[config.mk]
export PLATFORM = sky130hd
export DESIGN_NAME = key_pulse_gen
export DESIGN_NICKNAME = d
export VERILOG_FILES = /design/src/rtl/key_pulse_gen_pkg.sv /design/src/rtl/sync_2ff.sv /design/src/rtl/key_pulse_gen.sv
export SDC_FILE = /design/constraint.sdc
export NUM_CORES = 1
export LEC_CHECK = 0
export CAP_MARGIN = 20
export CELL_PAD_IN_SITES_DETAIL_PLACEMENT = 1
export CELL_PAD_IN_SITES_GLOBAL_PLACEMENT = 2
export CORE_AREA = 2 2 92 94
export CTS_CLUSTER_DIAMETER = 200
export DETAILED_ROUTE_END_ITERATION = 7
export DIE_AREA = 0 0 94 96
export GPL_ROUTABILITY_DRIVEN = 0
export PLACE_DENSITY = 0.88
export SETUP_SLACK_MARGIN = 0.2
export SYNTH_ARGS = -nofsm -noshare
export SYNTH_HDL_FRONTEND = slang
export SYNTH_SLANG_ARGS = --single-unit
[constraint.sdc]
create_clock -name clk -period 4.4 [get_ports clk]
set_clock_uncertainty 0.2 [all_clocks]
set_input_delay 0.88 -clock clk [delete_from_list [all_inputs] [get_ports clk]]
set_output_delay 0.88 -clock clk [all_outputs]
set_load 0.01 [all_outputs]
[src/rtl/key_pulse_gen_pkg.sv]
// Shared definitions for the push-button pulse generator: FSM state codes
// and default timing for a 100 MHz board clock.
package key_pulse_gen_pkg;

  localparam logic [1:0] IDLE      = 2'd0;
  localparam logic [1:0] PRESS_CHK = 2'd1;
  localparam logic [1:0] HELD      = 2'd2;
  localparam logic [1:0] REL_CHK   = 2'd3;

  localparam int DEF_DEBOUNCE_CYCLES = 1000000;
  localparam int DEF_REPEAT_DELAY    = 50000000;
  localparam int DEF_REPEAT_PERIOD   = 10000000;
  localparam int DEF_CNT_W           = 26;

endpackage

[src/rtl/sync_2ff.sv]
// Two-flop synchronizer for asynchronous board inputs; q lags d by two edges.
module sync_2ff (
  input  logic clk,
  input  logic rst_n,
  input  logic d,
  output logic q
);

  logic s1;

  always_ff @(posedge clk) begin
    if (!rst_n) begin
      s1 <= 1'b0;
      q  <= 1'b0;
    end else begin
      s1 <= d;
      q  <= s1;
    end
  end

endmodule

[src/rtl/key_pulse_gen.sv]
// Debounces a raw push-button and emits one-cycle increment pulses, with an
// optional auto-repeat cadence while the button is held.
module key_pulse_gen
  import key_pulse_gen_pkg::*;
#(
  parameter int DEBOUNCE_CYCLES = DEF_DEBOUNCE_CYCLES,
  parameter int REPEAT_DELAY    = DEF_REPEAT_DELAY,
  parameter int REPEAT_PERIOD   = DEF_REPEAT_PERIOD,
  parameter int CNT_W           = DEF_CNT_W
) (
  input  logic clk,
  input  logic rst_n,
  input  logic btn_in,
  input  logic repeat_en,
  output logic pulse,
  output logic level
);

  localparam logic [CNT_W-1:0] DEB_LAST   = CNT_W'(DEBOUNCE_CYCLES - 1);
  localparam logic [CNT_W-1:0] DELAY_LAST = CNT_W'(REPEAT_DELAY - 1);
  localparam logic [CNT_W-1:0] PERIOD_LAST = CNT_W'(REPEAT_PERIOD - 1);

  // state is kept as a plain named signal so checkers can bind to it
  logic [1:0]       state;
  logic             s2;
  logic [CNT_W-1:0] deb_cnt;
  logic [CNT_W-1:0] rep_cnt;
  logic [CNT_W-1:0] rep_last;
  logic             first;

  sync_2ff u_sync (
    .clk   (clk),
    .rst_n (rst_n),
    .d     (btn_in),
    .q     (s2)
  );

  assign rep_last = first ? DELAY_LAST : PERIOD_LAST;

  always_ff @(posedge clk) begin
    if (!rst_n) begin
      state   <= IDLE;
      deb_cnt <= '0;
      rep_cnt <= '0;
      first   <= 1'b1;
      pulse   <= 1'b0;
      level   <= 1'b0;
    end else begin
      pulse <= 1'b0;
      case (state)
        IDLE: begin
          if (s2) begin
            state   <= PRESS_CHK;
            deb_cnt <= CNT_W'(1);
          end
        end
        PRESS_CHK: begin
          if (!s2) begin
            state   <= IDLE;
            deb_cnt <= '0;
          end else if (deb_cnt == DEB_LAST) begin
            state   <= HELD;
            pulse   <= 1'b1;
            level   <= 1'b1;
            deb_cnt <= '0;
            rep_cnt <= '0;
            first   <= 1'b1;
          end else begin
            deb_cnt <= deb_cnt + 1'b1;
          end
        end
        HELD: begin
          if (!s2) begin
            state   <= REL_CHK;
            deb_cnt <= CNT_W'(1);
          end else if (repeat_en) begin
            if (rep_cnt == rep_last) begin
              pulse   <= 1'b1;
              rep_cnt <= '0;
              first   <= 1'b0;
            end else begin
              rep_cnt <= rep_cnt + 1'b1;
            end
          end else begin
            // disabling repeat re-arms the long initial delay
            rep_cnt <= '0;
            first   <= 1'b1;
          end
        end
        REL_CHK: begin
          // a release glitch returns to HELD with the repeat timer untouched
          if (s2) begin
            state   <= HELD;
            deb_cnt <= '0;
          end else if (deb_cnt == DEB_LAST) begin
            state   <= IDLE;
            level   <= 1'b0;
            deb_cnt <= '0;
            rep_cnt <= '0;
            first   <= 1'b1;
          end else begin
            deb_cnt <= deb_cnt + 1'b1;
          end
        end
        default: state <= IDLE;
      endcase
    end
  end

endmodule

# Word level (Yosys, flattened, before mapping)
# Index checks and enable logic that the tools add are counted.
[totals]
output_inout_bits = 2
ramBits = 0
latch_bits = 0
n_memories = 0
mem_bits_ro = 0
regBits = 59
word_cells = 72
[classes]
n_mul = 0
n_shift = 0
n_eq_ne = 15
n_div = 0
mux = 39
n_lt_le_gt_ge = 0
bitwise = 0
reduce_logical = 8
n_addsub = 2
[op_table]
columns = ["cell", "count"]
rows = [
  ["$mux W26", 12],
  ["$pmux W26 S4", 1],
  ["$pmux W26 S3", 1],
  ["$add A26 B1 Y26 const B", 2],
  ["$eq A26 B20 Y1 const B", 1],
  ["$eq A26 B26 Y1", 1],
  ["$mux W1", 15],
  ["$mux W2", 6],
  ["$reduce_and A5 Y1", 2],
  ["$ne A2 B2 Y1 const B", 4],
  ["$pmux W2 S4", 1],
  ["$reduce_and A4 Y1", 2],
  ["$ne A2 B1 Y1 const B", 3],
  ["$ne A3 B3 Y1 const B", 2],
  ["$eq A2 B2 Y1 const B", 2],
  ["$pmux W1 S2", 2],
  ["$ne A3 B2 Y1 const B", 1],
  ["$pmux W1 S3", 1],
  ["$reduce_bool A3 Y1", 1],
  ["$eq A2 B1 Y1 const B", 1],
  ["$logic_not A2 Y1", 1],
  ["$reduce_and A2 Y1", 1],
  ["$reduce_bool A2 Y1", 1],
]

# Logic depth before layout (Yosys ltp)
[logic_depth]
depth_word = 6
depth_mapped = 10
ltp_nobuf = 7

# Hierarchy
# Synthesis repeated with hierarchy kept, for this count alone.
[unflattened]
hier_cells = 403
hier_area_um2 = 3279.4
[modules_own_cells]
columns = ["module", "area_per_inst_um2", "seq_area_each_um2", "n_inst", "cells_each"]
rows = [
  ["key_pulse_gen", 3226.8, 1141.1, 1, 399],
  ["sync_2ff", 52.6, 40.0, 1, 4],
]

# Least setup slack after synthesis
# OpenSTA, ideal clock, no wires.
[synth_path]
path_type = "register to register"
from = "register state[0]"
to = "register rep_cnt[20]"
path_slack_ns = 1.606
path_buffers = 1
t_required_ns = 4.120
t_arrival_ns = 2.514
stages_incl_launch_ff = 9
path_cell_list = "dfxtp_1 > inv_1 > ha_1 > clkbuf_1 > or4_4 > a211o_1 > or4_1 > or3_1 > a211oi_2"
[synth_via]
elab_chain_cells = 3
elab_cells_between_ends = 9
[synth_rtl]
columns = ["element", "line_no", "rtl"]
rows = [
  ["from (decl)", "key_pulse_gen.sv:24", "logic [1:0] state;"],
  ["from (signal assigned)", "key_pulse_gen.sv:42", "state <= IDLE;"],
  ["from (signal assigned)", "key_pulse_gen.sv:53", "state <= PRESS_CHK;"],
  ["from (signal assigned)", "key_pulse_gen.sv:59", "state <= IDLE;"],
  ["$eq A2 B2 Y1 / $eq A2 B1 Y1 (equally long branches)", "key_pulse_gen.sv:50", "case (state)"],
  ["$ne A2 B1 Y1 (no source line), or another cell as far along", "n/a", ""],
  ["$reduce_and A4 Y1 (no source line)", "n/a", ""],
  ["to (signal assigned)", "key_pulse_gen.sv:82", "rep_cnt <= rep_cnt + 1'b1;"],
  ["to (decl)", "key_pulse_gen.sv:27", "logic [CNT_W-1:0] rep_cnt;"],
]
# Parallel ways exist; a longest one is shown, timed or not.
# A chain may end at the register's enable or synchronous reset.

# Worst setup path after layout
# Same ends and word-level chain as after synthesis.

==> results.md <==
* Layout area overhead at 9.52%
* Area occupied by registers at 0.00118 mm^2
* Cell with the most instances after synthesis: dfxtp_1
* Fmax at 320 MHz
* Worst R2R Path Depth at 7
* Layout cells sized above 1 at 0.0814
* Final non-filler cell area at 0.00363 mm^2
* First-pass DRT Iterations at 4
* Core area at 0.00805 mm^2
* Drt wl/cell at 18.5 um
* Post-CTS sizing at 0
* Max Cap Violations at 0
* Clock Latency Late Sink at 0.35 ns
* Synth cell types at 54
* Mean Syn Cell Area at 8.43 um^2
* Post-Synthesis Cells at 393
* IO Count at 6
* Syn nets at 404
* Crit share post-route at 0.710
* Area occupied by multi-input gates at 0.00199 mm^2
* Chip width at 94 um
* Unrepaired setup endpoints after global routing: false
* Hold Path Class: reg -> reg
* Hold slack at 0.234 ns
* Worst setup SP type: flip-flop
* GRT met2 Usage at 0.397
* Final min period at 3.12 ns
* Slew Limit Fails at 0
* Async set-or-reset flop fraction in the synthesized netlist at 0
* YS warnings at 0
* Arrival @ worst endpoint at 3.19 ns
* Synth area leaders: dfxtp_1 36%, a211oi_1 6.1%, o31ai_1 4.8%
* Seq/Total Area, Yosys at 0.356
* Detail Placement HPWL at 6.19 mm
* Placed Area at 0.00342 mm^2
* Critical Path Fanout Max at 11
* Top Usage Layer GRT: met2
* Setup crit end kind: flip-flop
* Pleak at 0.989 nW
* R2r setup slk at 1.28 ns
* Total die area at 0.00902 mm^2
* Post-CTS setup buffer count at 0
* Worst Setup Path Type: reg -> reg
* Number of global-route vias before repair at 3138
* # setup viols final at 0
* Cell area after synthesis at 0.00331 mm^2
* CTS H-tree lvls at 3
* Post-synth EDFFs at 0
* Hold_buf cts at 0
* Worst-Margin Slew at 0.852 ns
* GRT overflow at 0
* Synth area leader: dfxtp_1
* Largest net degree at the start of global routing at 46
* Clock sinks at 59
* Met1 usage at 0.264
* CTS Buf Count at 9
* Synth Flop Type: dfxtp_1
* Routed Antenna Nets at 0
* PwrDens at 311 mW/mm^2
* Starting Density at 0.411
* R2R Path End: rep_cnt[20]
* Via density at 6.29
* Worst Setup EP: rep_cnt[20]
* Final nets at 400
* DR DRC count at 0
* Fin. Hold Viols at 0
* Clk slew on worst S/H paths at 0.07 ns
* #FFs+latches synth at 59
* Routed via count at 3130
* Post-synth top area share at 0.356
* Worst path required time at 4.47 ns
* Post-Route Utilization at 0.451
* Longest Clk Path Bufs at 2
* DIE HEIGHT at 96 um
* Peak VDD IR at 0.140 mV
* CTS root buf: clkbuf_8
* First-pass GRT wire length at 15.5 mm
* # rows at 33
* Crit path from: state[0]
* Initial DRC count at 56
* RR Startpoint: state[0]
* Met3 Use GR at 0.0525
* Post-synth top cells: 59 x dfxtp_1, 29 x nor2_1, 27 x a211oi_1, 26 x nand2_1, 24 x nand4_1
* I/O Buffers at 5
* Status: finished, final reports clean
* Total wire length at 9.21 mm
* Slew margin rel. at 0.432
* Total track usage at 0.222
* ANT cells at 0
* Setup TNS at 0 ns
* Fillers at 989
* TritonCTS clock tree: yes
* Initial antenna violation count at 0
[metal layers]
metal | vias up | wire (um)
li1 | 1525 | -
met1 | 1570 | 4210
met2 | 24 | 4650
met3 | 11 | 209
met4 | 0 | 148
met5 | - | 0
[logic make-up after synthesis]
group / Yosys count / synth area share
mux: 3 / 0.00944
compound gates: 95 / 0.208
flops: 59 / 0.356
simple gates: 179 / 0.316
fa+ha+maj: 7 / 0.0264
xor+xnor: 15 / 0.0397
buf+inv: 35 / 0.0434
[power breakdown]
group | switching [mW] | internal [mW]
Sequential | 0.00717 | 0.540
Combinational | 0.0818 | 0.0345
Clock | 0.220 | 0.246
[worst max-delay path, cell delays in order (launching register included)]
cell,delay (ns)
dfxtp_1,0.42
inv_1,0.12
ha_1,0.33
or4_4,0.47
a211o_1,0.42
or4_1,0.52
or3_1,0.33
a211oi_2,0.23
[cell usage in the layout, fill, tap and decap left out, types with 3 or more instances in the layout]
master           synthesis  final
dfxtp_1                 59     59
a211oi_1                27     27
xnor2_1                 13     13
o21a_1                   3      3
nor4_1                   9      9
and4_1                  10     10
and3_1                   4      4
nand4_1                 24     24
nor3_1                  14     14
o21ai_0                 12     11
buf_4                    0      4
o41ai_1                  4      4
a31oi_1                  3      3
clkbuf_8                 0     12
a21oi_1                  9      9
nand3b_1                 4      4
nor2_1                  29     29
clkdlybuf4s50_1          0      5
inv_1                   10     10
and2_1                   7      7
o31ai_1                 21     21
nand2_1                 26     26
nand3_1                 17     17
ha_1                     7      7
or4_1                   20     20
or3_1                    4      4
[per-stage QoR]
stage / setup slack [ns] / power (mW) / instances
detailed placement: 1.27 / 0.673 / 482
global placement: 1.35 / 0.670 / 482
finish: 1.28 / 1.13 / 498
CTS: 1.24 / 1.14 / 497
floorplan: 1.61 / 0.637 / 393
global route: 1.13 / 1.19 / 498
[registers in the layout (all words and copies together), names as in the netlist, named ones only]
| name | cells |
|---|---|
| first | 1 |
| deb_cnt | 26 |
| pulse | 1 |
| u_sync.s1 | 1 |
| state | 1 |
| u_sync.q | 1 |
| level | 1 |
| rep_cnt | 26 |
[worst min path at each step]
stage               from        to  slack (ns)  cells after the start
2_1_floorplan  u_sync.s1  u_sync.q        0.21                      1
3_3_place_gp   u_sync.s1  u_sync.q        0.22                      1
3_5_place_dp   u_sync.s1  u_sync.q        0.22                      1
4_1_cts        u_sync.s1  u_sync.q        0.24                      1
5_1_grt        u_sync.s1  u_sync.q        0.25                      1
6_report       u_sync.s1  u_sync.q        0.23                      1
[cell type report]
class | instances | share of cell area
inverters | 10 | 0.0103
repair buffers | 10 | 0.0297
multi-input cells | 299 | 0.549
clock inverters | 2 | 0.00276
well taps | 105 | 0.0362
flip-flops and latches | 59 | 0.326
clock buffers | 13 | 0.0466
Power figures use the tool's default switching activity.
